<file path="src/rtl/ex_wb_stage_buf_pkg.sv">
// Shared types and default widths for the EX->WB boundary buffer.
// Provides exwb_entry_t {alu, rd, regwrite} at the default widths.
package ex_wb_pkg;

  localparam int EXWB_DATA_W = 8;
  localparam int EXWB_RD_W   = 3;

  typedef struct packed {
    logic [EXWB_DATA_W-1:0] alu;
    logic [EXWB_RD_W-1:0]   rd;
    logic                   regwrite;
  } exwb_entry_t;

endpackage

</file>
<file path="src/rtl/ex_wb_stage_buf_if.sv">
// EX->WB handshake bundle: ex_* valid/ready producer side, wb_* consumer side.
// slave = the stage buffer, master = the surrounding EX/WB logic.
interface ex_wb_stage_buf_if
  import ex_wb_pkg::*;
#(
  parameter int DATA_W = EXWB_DATA_W,
  parameter int RD_W   = EXWB_RD_W
);

  logic              ex_valid;
  logic              ex_ready;
  logic [DATA_W-1:0] ex_alu;
  logic [RD_W-1:0]   ex_rd;
  logic              ex_regwrite;
  logic              wb_valid;
  logic              wb_ready;
  logic [DATA_W-1:0] wb_alu;
  logic [RD_W-1:0]   wb_rd;
  logic              wb_we;

  modport slave (
    input  ex_valid, ex_alu, ex_rd, ex_regwrite, wb_ready,
    output ex_ready, wb_valid, wb_alu, wb_rd, wb_we
  );

  modport master (
    output ex_valid, ex_alu, ex_rd, ex_regwrite, wb_ready,
    input  ex_ready, wb_valid, wb_alu, wb_rd, wb_we
  );

endinterface

</file>
<file path="src/rtl/ex_wb_stage_buf_skid_reg.sv">
// exwb_skid_reg: one valid bit plus W-bit payload with load/clear.
// Ports: clk, rst_n, i_clr (wins), i_load, i_data -> o_valid, o_data.
module exwb_skid_reg #(
  parameter int W = 12
) (
  input  logic         clk,
  input  logic         rst_n,
  input  logic         i_clr,
  input  logic         i_load,
  input  logic [W-1:0] i_data,
  output logic         o_valid,
  output logic [W-1:0] o_data
);

  logic         r_valid;
  logic [W-1:0] r_data;

  // Clear only drops the valid bit; payload may stay stale.
  always_ff @(posedge clk or negedge rst_n) begin
    if (!rst_n) begin
      r_valid <= 1'b0;
      r_data  <= '0;
    end else if (i_clr) begin
      r_valid <= 1'b0;
    end else if (i_load) begin
      r_valid <= 1'b1;
      r_data  <= i_data;
    end
  end

  assign o_valid = r_valid;
  assign o_data  = r_data;

endmodule

</file>
<file path="src/rtl/ex_wb_stage_buf.sv">
// EX->WB elastic boundary: output register plus one skid slot, FIFO order.
// Ports: clock, reset (async low), flush, bus (slave); EX_WB_FWD_EN adds fwd_*.
module ex_wb_stage_buf
  import ex_wb_pkg::*;
#(
  parameter int DATA_W = EXWB_DATA_W,
  parameter int RD_W   = EXWB_RD_W
) (
  input  logic              clock,
  input  logic              reset,
  input  logic              flush,
  ex_wb_stage_buf_if.slave  bus
`ifdef EX_WB_FWD_EN
  ,
  input  logic [RD_W-1:0]   fwd_rs,
  input  logic [RD_W-1:0]   fwd_rt,
  output logic              fwd_hit_rs,
  output logic              fwd_hit_rt,
  output logic [DATA_W-1:0] fwd_data
`endif
);

  localparam int EW = DATA_W + RD_W + 1;

  typedef struct packed {
    logic [DATA_W-1:0] alu;
    logic [RD_W-1:0]   rd;
    logic              regwrite;
  } entry_t;

  entry_t w_in;
  entry_t w_skid;
  entry_t w_out;
  entry_t w_out_d;
  logic   w_skid_v;
  logic   w_out_v;
  logic   w_ex_fire;
  logic   w_out_free;
  logic   w_out_load;
  logic   w_out_clr;
  logic   w_skid_load;
  logic   w_skid_clr;

  assign w_in = '{
    alu:      bus.ex_alu,
    rd:       bus.ex_rd,
    regwrite: bus.ex_regwrite
  };

  // ex_ready comes only from skid state, so no wb_ready->ex_ready path.
  assign w_ex_fire  = bus.ex_valid & ~w_skid_v;
  assign w_out_free = ~w_out_v | bus.wb_ready;

  // While the skid holds an entry EX is stalled, so the output
  // refills from the skid; otherwise straight from EX.
  assign w_out_load = ~flush &
    (w_skid_v ? bus.wb_ready : (w_out_free & w_ex_fire));
  assign w_out_clr  = flush | (bus.wb_ready & ~w_out_load);
  assign w_out_d    = w_skid_v ? w_skid : w_in;

  assign w_skid_load = ~flush & w_ex_fire & ~w_out_free;
  assign w_skid_clr  = flush | (w_skid_v & bus.wb_ready);

  exwb_skid_reg #(.W(EW)) u_skid (
    .clk     (clock),
    .rst_n   (reset),
    .i_clr   (w_skid_clr),
    .i_load  (w_skid_load),
    .i_data  (w_in),
    .o_valid (w_skid_v),
    .o_data  (w_skid)
  );

  exwb_skid_reg #(.W(EW)) u_out (
    .clk     (clock),
    .rst_n   (reset),
    .i_clr   (w_out_clr),
    .i_load  (w_out_load),
    .i_data  (w_out_d),
    .o_valid (w_out_v),
    .o_data  (w_out)
  );

  assign bus.ex_ready = ~w_skid_v;
  assign bus.wb_valid = w_out_v;
  assign bus.wb_alu   = w_out.alu;
  assign bus.wb_rd    = w_out.rd;
  assign bus.wb_we    = w_out_v & w_out.regwrite;

`ifdef EX_WB_FWD_EN
  // Only the output slot forwards; the skid entry is younger.
  assign fwd_hit_rs = bus.wb_we & (w_out.rd == fwd_rs);
  assign fwd_hit_rt = bus.wb_we & (w_out.rd == fwd_rt);
  assign fwd_data   = w_out.alu;
`endif

endmodule
</file>
<file path="src/flat_wrapper.sv">
// flat-port wrapper written by rule: the top's interface ports become plain ports
module ex_wb_stage_buf_flat import ex_wb_pkg::*;
#(
  parameter int DATA_W = EXWB_DATA_W,
  parameter int RD_W   = EXWB_RD_W
)
  (clock, reset, flush, bus_ex_valid, bus_ex_alu, bus_ex_rd, bus_ex_regwrite, bus_wb_ready, bus_ex_ready, bus_wb_valid, bus_wb_alu, bus_wb_rd, bus_wb_we);
  ex_wb_stage_buf_if #(.DATA_W(DATA_W), .RD_W(RD_W)) bus_i ();
  input  logic clock;
  input  logic reset;
  input  logic flush;
  input wire logic [$bits(bus_i.ex_valid)-1:0] bus_ex_valid;
  input wire logic [$bits(bus_i.ex_alu)-1:0] bus_ex_alu;
  input wire logic [$bits(bus_i.ex_rd)-1:0] bus_ex_rd;
  input wire logic [$bits(bus_i.ex_regwrite)-1:0] bus_ex_regwrite;
  input wire logic [$bits(bus_i.wb_ready)-1:0] bus_wb_ready;
  output wire logic [$bits(bus_i.ex_ready)-1:0] bus_ex_ready;
  output wire logic [$bits(bus_i.wb_valid)-1:0] bus_wb_valid;
  output wire logic [$bits(bus_i.wb_alu)-1:0] bus_wb_alu;
  output wire logic [$bits(bus_i.wb_rd)-1:0] bus_wb_rd;
  output wire logic [$bits(bus_i.wb_we)-1:0] bus_wb_we;
  assign bus_i.ex_valid = bus_ex_valid;
  assign bus_i.ex_alu = bus_ex_alu;
  assign bus_i.ex_rd = bus_ex_rd;
  assign bus_i.ex_regwrite = bus_ex_regwrite;
  assign bus_i.wb_ready = bus_wb_ready;
  assign bus_ex_ready = bus_i.ex_ready;
  assign bus_wb_valid = bus_i.wb_valid;
  assign bus_wb_alu = bus_i.wb_alu;
  assign bus_wb_rd = bus_i.wb_rd;
  assign bus_wb_we = bus_i.wb_we;
  ex_wb_stage_buf #(.DATA_W(DATA_W), .RD_W(RD_W)) u_core (.clock(clock), .reset(reset), .flush(flush), .bus(bus_i));
endmodule
</file>
<file path="config.mk">
export PLATFORM = sky130hd
export DESIGN_NAME = ex_wb_stage_buf_flat
export DESIGN_NICKNAME = d
export VERILOG_FILES = /design/src/rtl/ex_wb_stage_buf_pkg.sv /design/src/rtl/ex_wb_stage_buf_if.sv /design/src/rtl/ex_wb_stage_buf_skid_reg.sv /design/src/rtl/ex_wb_stage_buf.sv /design/src/flat_wrapper.sv
export SDC_FILE = /design/constraint.sdc
export NUM_CORES = 1
export LEC_CHECK = 0
export ABC_AREA = 1
export BUFFER_PORTS_ARGS = -buffer_cell sky130_fd_sc_hd__buf_4
export CORE_MARGIN = 3
export CORE_UTILIZATION = 52
export CTS_CLUSTER_SIZE = 28
export DETAILED_ROUTE_END_ITERATION = 7
export PLACE_DENSITY_LB_ADDON = 0.25
export SETUP_SLACK_MARGIN = 0.4
export SYNTH_ARGS = -nofsm -noshare
export SYNTH_HDL_FRONTEND = slang
export SYNTH_SLANG_ARGS = --single-unit
</file>
<file path="constraint.sdc">
create_clock -name clock -period 1.8 [get_ports clock]
set_clock_uncertainty 0.2 [all_clocks]
set_input_delay 0.36 -clock clock [delete_from_list [all_inputs] [get_ports clock]]
set_output_delay 0.36 -clock clock [all_outputs]
set_load 0.03 [all_outputs]
</file>
== Yosys cells after proc, flatten, opt, wreduce, memory -nomap -nowiden ==
Cells that the tools add are included.
Word-level totals
  flip-flop bits (word level): 26
  output and inout port bits: 14
  word-level logic and storage cells: 32
Cells by class
  muxes and demuxes: 6
  bitwise operators: 18
  reductions and logical operators: 4
Operator list (count)
  two-way mux 12 bit: 1
  AND 1 bit: 8
  inverter 1 bit: 7
  two-way mux 1 bit: 5
  AND reduction 2 bit: 2
  nonzero test 2 bit: 2
  OR 1 bit: 3

== Longest topological paths before layout ==
  depth in word-level cells: 10
  mapped depth: 7

== Hierarchy ==
Synthesis repeated with hierarchy kept, for this count alone.
Second synthesis, totals
  cell total of the unflattened synthesis: 168
  area total of the unflattened synthesis: 1256.2 um^2
By module, submodules not included
  exwb_skid_reg: instances 2, cells each 56, area an instance 516.7 um^2
  ex_wb_stage_buf: instances 1, cells each 56, area an instance 222.7 um^2

== Worst setup path after synthesis ==
Ideal clock, no wire load.
  path type: reg-to-reg
  from: register u_core.u_out.r_valid, in the netlist u_core.u_out.o_valid
  to: register u_core.u_out.r_data[1], in the netlist u_core.u_out.o_data[1]
  library setup time: 0.116 ns
  arrival time: 1.127 ns
  data required time: 1.484 ns
  path slack: 0.356 ns
  cell stages (with the launch flop): 8
  path buffers: 1
  clock period less this slack: 1.444 ns
  cell sequence: dfrtp_1 > inv_1 > nor2_1 > nor2_1 > nand2_2 > buf_6 > nand2_1 > nand2_1
On the way
  word-level cells in the longest chain between the ends: 10
Ends and longest elaborated chain
  start: declaration: line ex_wb_stage_buf_skid_reg.sv:15  | logic r_valid;
  start signal: assignment: line ex_wb_stage_buf_skid_reg.sv:21  | r_valid <= 1'b0;
  start signal: assignment: line ex_wb_stage_buf_skid_reg.sv:24  | r_valid <= 1'b0;
  start signal: assignment: line ex_wb_stage_buf_skid_reg.sv:26  | r_valid <= 1'b1;
  inverter 1 bit (*): line ex_wb_stage_buf.sv:52  | assign w_out_free = ~w_out_v | bus.wb_ready;
  OR 1 bit (*): line ex_wb_stage_buf.sv:52
  AND 1 bit (*): line ex_wb_stage_buf.sv:57  | (w_skid_v ? bus.wb_ready : (w_out_free & w_ex_fire));
  two-way mux 1 bit (*): line ex_wb_stage_buf.sv:57
  AND 1 bit (*): line ex_wb_stage_buf.sv:56  | assign w_out_load = ~flush &
  inverter 1 bit: line ex_wb_stage_buf.sv:58  | assign w_out_clr = flush | (bus.wb_ready & ~w_out_load);
  AND 1 bit: line ex_wb_stage_buf.sv:58
  OR 1 bit: line ex_wb_stage_buf.sv:58
  inverter 1 bit (no source line)
  AND reduction 2 bit (no source line) (*)
  end signal: assignment: line ex_wb_stage_buf_skid_reg.sv:27  | r_data <= i_data;
  end: declaration: line ex_wb_stage_buf_skid_reg.sv:16  | logic [W-1:0] r_data;
Mark *: on every way between the ends. The rest lies on a longest branch, timed or not.
A chain may end at the register's enable or synchronous reset.

== Worst setup path after layout ==
  from: register u_core.u_skid.r_valid, in the netlist u_core.u_skid.o_valid
  to: register u_core.u_out.r_data[0], in the netlist u_core.u_out.o_data[0]
On the way
  word-level cells in the longest chain between the ends: 10
Ends and longest elaborated chain
  start: declaration: line ex_wb_stage_buf_skid_reg.sv:15
  start signal: assignment: line ex_wb_stage_buf_skid_reg.sv:21
  start signal: assignment: line ex_wb_stage_buf_skid_reg.sv:24
  start signal: assignment: line ex_wb_stage_buf_skid_reg.sv:26
  inverter 1 bit: line ex_wb_stage_buf.sv:51  | assign w_ex_fire = bus.ex_valid & ~w_skid_v;
  AND 1 bit: line ex_wb_stage_buf.sv:51
  AND 1 bit: line ex_wb_stage_buf.sv:57
  two-way mux 1 bit: line ex_wb_stage_buf.sv:57
  AND 1 bit: line ex_wb_stage_buf.sv:56
  inverter 1 bit: line ex_wb_stage_buf.sv:58
  AND 1 bit: line ex_wb_stage_buf.sv:58
  OR 1 bit: line ex_wb_stage_buf.sv:58
  inverter 1 bit (no source line)
  AND reduction 2 bit (no source line)
Parallel ways exist; a longest one is shown, timed or not.

==> out/metrics.yaml <==
logic_synthesis:
  synth_seq_cells: 26
  synth_seq_area_share_pct: 49.62
  syn_area_um2: 1311
  ys_types: 14
  synth_nets: 189
  syn_avg_cell_area_um2: 7.624
  synth_cells: 172
  ys_warn_count: 0
pwr:
  ir_drop_mv: 0.6782
  p_leak_uw: 0.001080
  pwr_density_cell_nw_per_um2: 928.0
min_path:
  hold_start: "flush"
  hold_path.class: "primary input to flop"
  holdPathStages: 2
detailed_routing:
  drcViolationCount: 0
  drt_wl_total_um: 4686
  dr.first_iter.drc_count: 125
  drtPass1Iterations: 4
  avgRoutedWirePerCell_um: 18.74
  postRouteAntennaNets: 0
  vias: 1462
  routed_via_density: 5.848
worst_setup_path:
  arrival_ns: 1.67
  startpoint: "u_core.u_skid.o_valid$_DFFE_PN0P_"
  r2r-start: "u_core.u_skid.o_valid$_DFFE_PN0P_"
  crit_fanout: 6
  rr_worst_depth: 6
  cp.required_ns: 1.87
  path_class: "flop to flop"
  cp-end-kind: "flop"
  startpoint_type: "flop"
timing:
  maxSlewHeadroom_pct: 77.36
  worst_slack_ns: 0.1952
  hold_viol_final: 0
  setup_viol: 0
  tightest_slew_ns: 0.3395
  holdWs_ns: 0.04905
  finalCriticalPeriod_ns: 1.605
  clock.fmax_mhz: 623.1
  period_share_pct: 89.15
  drv_slew: 0
  timing.setup.tns_ns: 0
  rsz0062_at_grt: "yes"
floorplan:
  die_x_um: 56.22
  dieHeight_um: 56.22
  initial_core_util_pct: 57.08
  ios: 31
  core-area_um2: 2297
  die_area_um2: 3160
  row_count: 17
finish:
  finalNetCount: 240
  n_fill_cell: 94
  diodes: 0
  multi_input_comb_area_um2: 680.7
  layout-drive-gt1-share_pct: 47.75
  syn_to_final_growth_pct: 54.10
  regArea_um2: 653.1
grt:
  grt_max_degree: 27
  grt_pass1_wl_um: 6134
  grt_overflow_total: 0
  grt_pass1_vias: 1256
  track_usage_pct: 24.95
  antenna_found_initial: 0
clock_tree:
  root_buffer: "clkbuf_4"
  numCtsBuffers: 3
  clkSlewWorstSetupHoldPaths_ns: 0.14
  cts_buffer_depth: 2
  cts_tree: "done"
  clock_latency_ns: 0.33
  htreeDepth: 1
  cts.sinks: 26
placed_design:
  routabilityCongestion: 0.7906
  hpwl_um: 1857
  place_ws_ns: 0.1461
  portBuffers: 30
outcome:
  outcome: "complete, no violations"
job:
  max_cap_viol_count: 0
## routing by layer
layer	share of wire [%]	vias up	global-route usage (%)
li1	-	628	-
met1	35	678	32.84
met2	51	128	42.57
met3	9.5	28	2.784
met4	5.2	0	8.136
met5	0	-	0
## cells by family (layout without fill, tap and decap cells)
kind of cell | Yosys count | in the layout | share of synthesized area, %
compound gates | 3 | 3 | 1.717
simple gates | 118 | 120 | 36.74
flops | 26 | 26 | 49.62
buf+inv | 25 | 73 | 11.93
## critical path, cell delays in order (launching register included)
cell     delay, ns
dfrtp_2       0.46
buf_6         0.13
buf_6         0.11
o21ai_4       0.29
buf_6         0.20
nand3_2       0.09
nand2_1       0.07
## placed cells by master (no fill, tap or decap), types with 2 or more instances in the layout
master and count:
nand2_1 73, nand2_2 15, nand2_4 2, buf_4 41
nand3_2 11, inv_1 4, nand3_4 3, buf_6 19
nor2_4 3, nand3_1 12, dfrtp_1 24, dfrtp_2 2
clkbuf_4 3
## power by group
| group | switching [uW] | internal, uW | total, uW |
|---|---|---|---|
| sequential | 97.3 | 709 | 806 |
| clock | 184 | 225 | 409 |
| combinational | 354 | 306 | 660 |
## state kept, by name (all words and copies together), names as in the netlist
register,cells
u_core.u_out.o_valid,1
u_core.u_skid.o_valid,1
u_core.u_out.o_data,12
u_core.u_skid.o_data,12
## repair_timing
item | CTS | global route
buffers inserted | 17 | 9
cloned | 3 | 1
hold endpoints to repair | 26 | 0
endpoints found under the setup margin | 40 | 40
hold buffers | 1 | 0
pin swaps | 21 | 8
resized for setup | 46 | 18
## layout make-up
| class | instances | share of cell area, % |
|---|---|---|
| Inverter | 6 | 1.362 |
| Sequential cell | 26 | 32.32 |
| Timing Repair Buffer | 63 | 28.30 |
| Multi-Input combinational cell | 123 | 33.68 |
| Clock buffer | 3 | 1.115 |
| Clock inverter | 1 | 1.486 |
| Tap cell | 28 | 1.734 |
## final timing paths
path / end / slack (ns)
worst max-delay path: u_core.u_out.o_data[0]$_DFFE_PN0P_ / 0.20
worst min-delay path: u_core.u_out.o_valid$_DFFE_PN0P_ / 0.05
worst max register to register: u_core.u_out.o_data[0]$_DFFE_PN0P_ / 0.20
worst min register to register: u_core.u_skid.o_data[10]$_DFFE_PN0P_ / 0.28
max in group asynchronous: u_core.u_skid.o_valid$_DFFE_PN0P_ / 0.84
min in group asynchronous: u_core.u_out.o_data[2]$_DFFE_PN0P_ / 0.27
## Yosys cell counts
cell type  count  area, um^2
nand2_1       87       326.6
buf_4         13       97.59
nor2_2         1       6.260
o21ai_2        1       8.760
inv_1          5       18.77
dfrtp_1       26       650.6
nand2_2        2       12.51
nor2_1         3       11.26
buf_6          1       11.26
inv_2          1       3.750
a21oi_2        1       8.760
o21ai_1        1       5.000
buf_2          5       25.02
nand3_1       25       125.1
## stage by stage
stage	area, um^2	util [%]	total power [uW]	cells
floorplan	1315	-	1096	172
global placement	1471	64.05	1180	215
detailed placement	1471	64.05	1193	215
CTS	1872	81.48	1748	240
global route	2021	87.96	1953	250
finish	2021	87.96	1875	250
(Power assumes the default switching activity.)
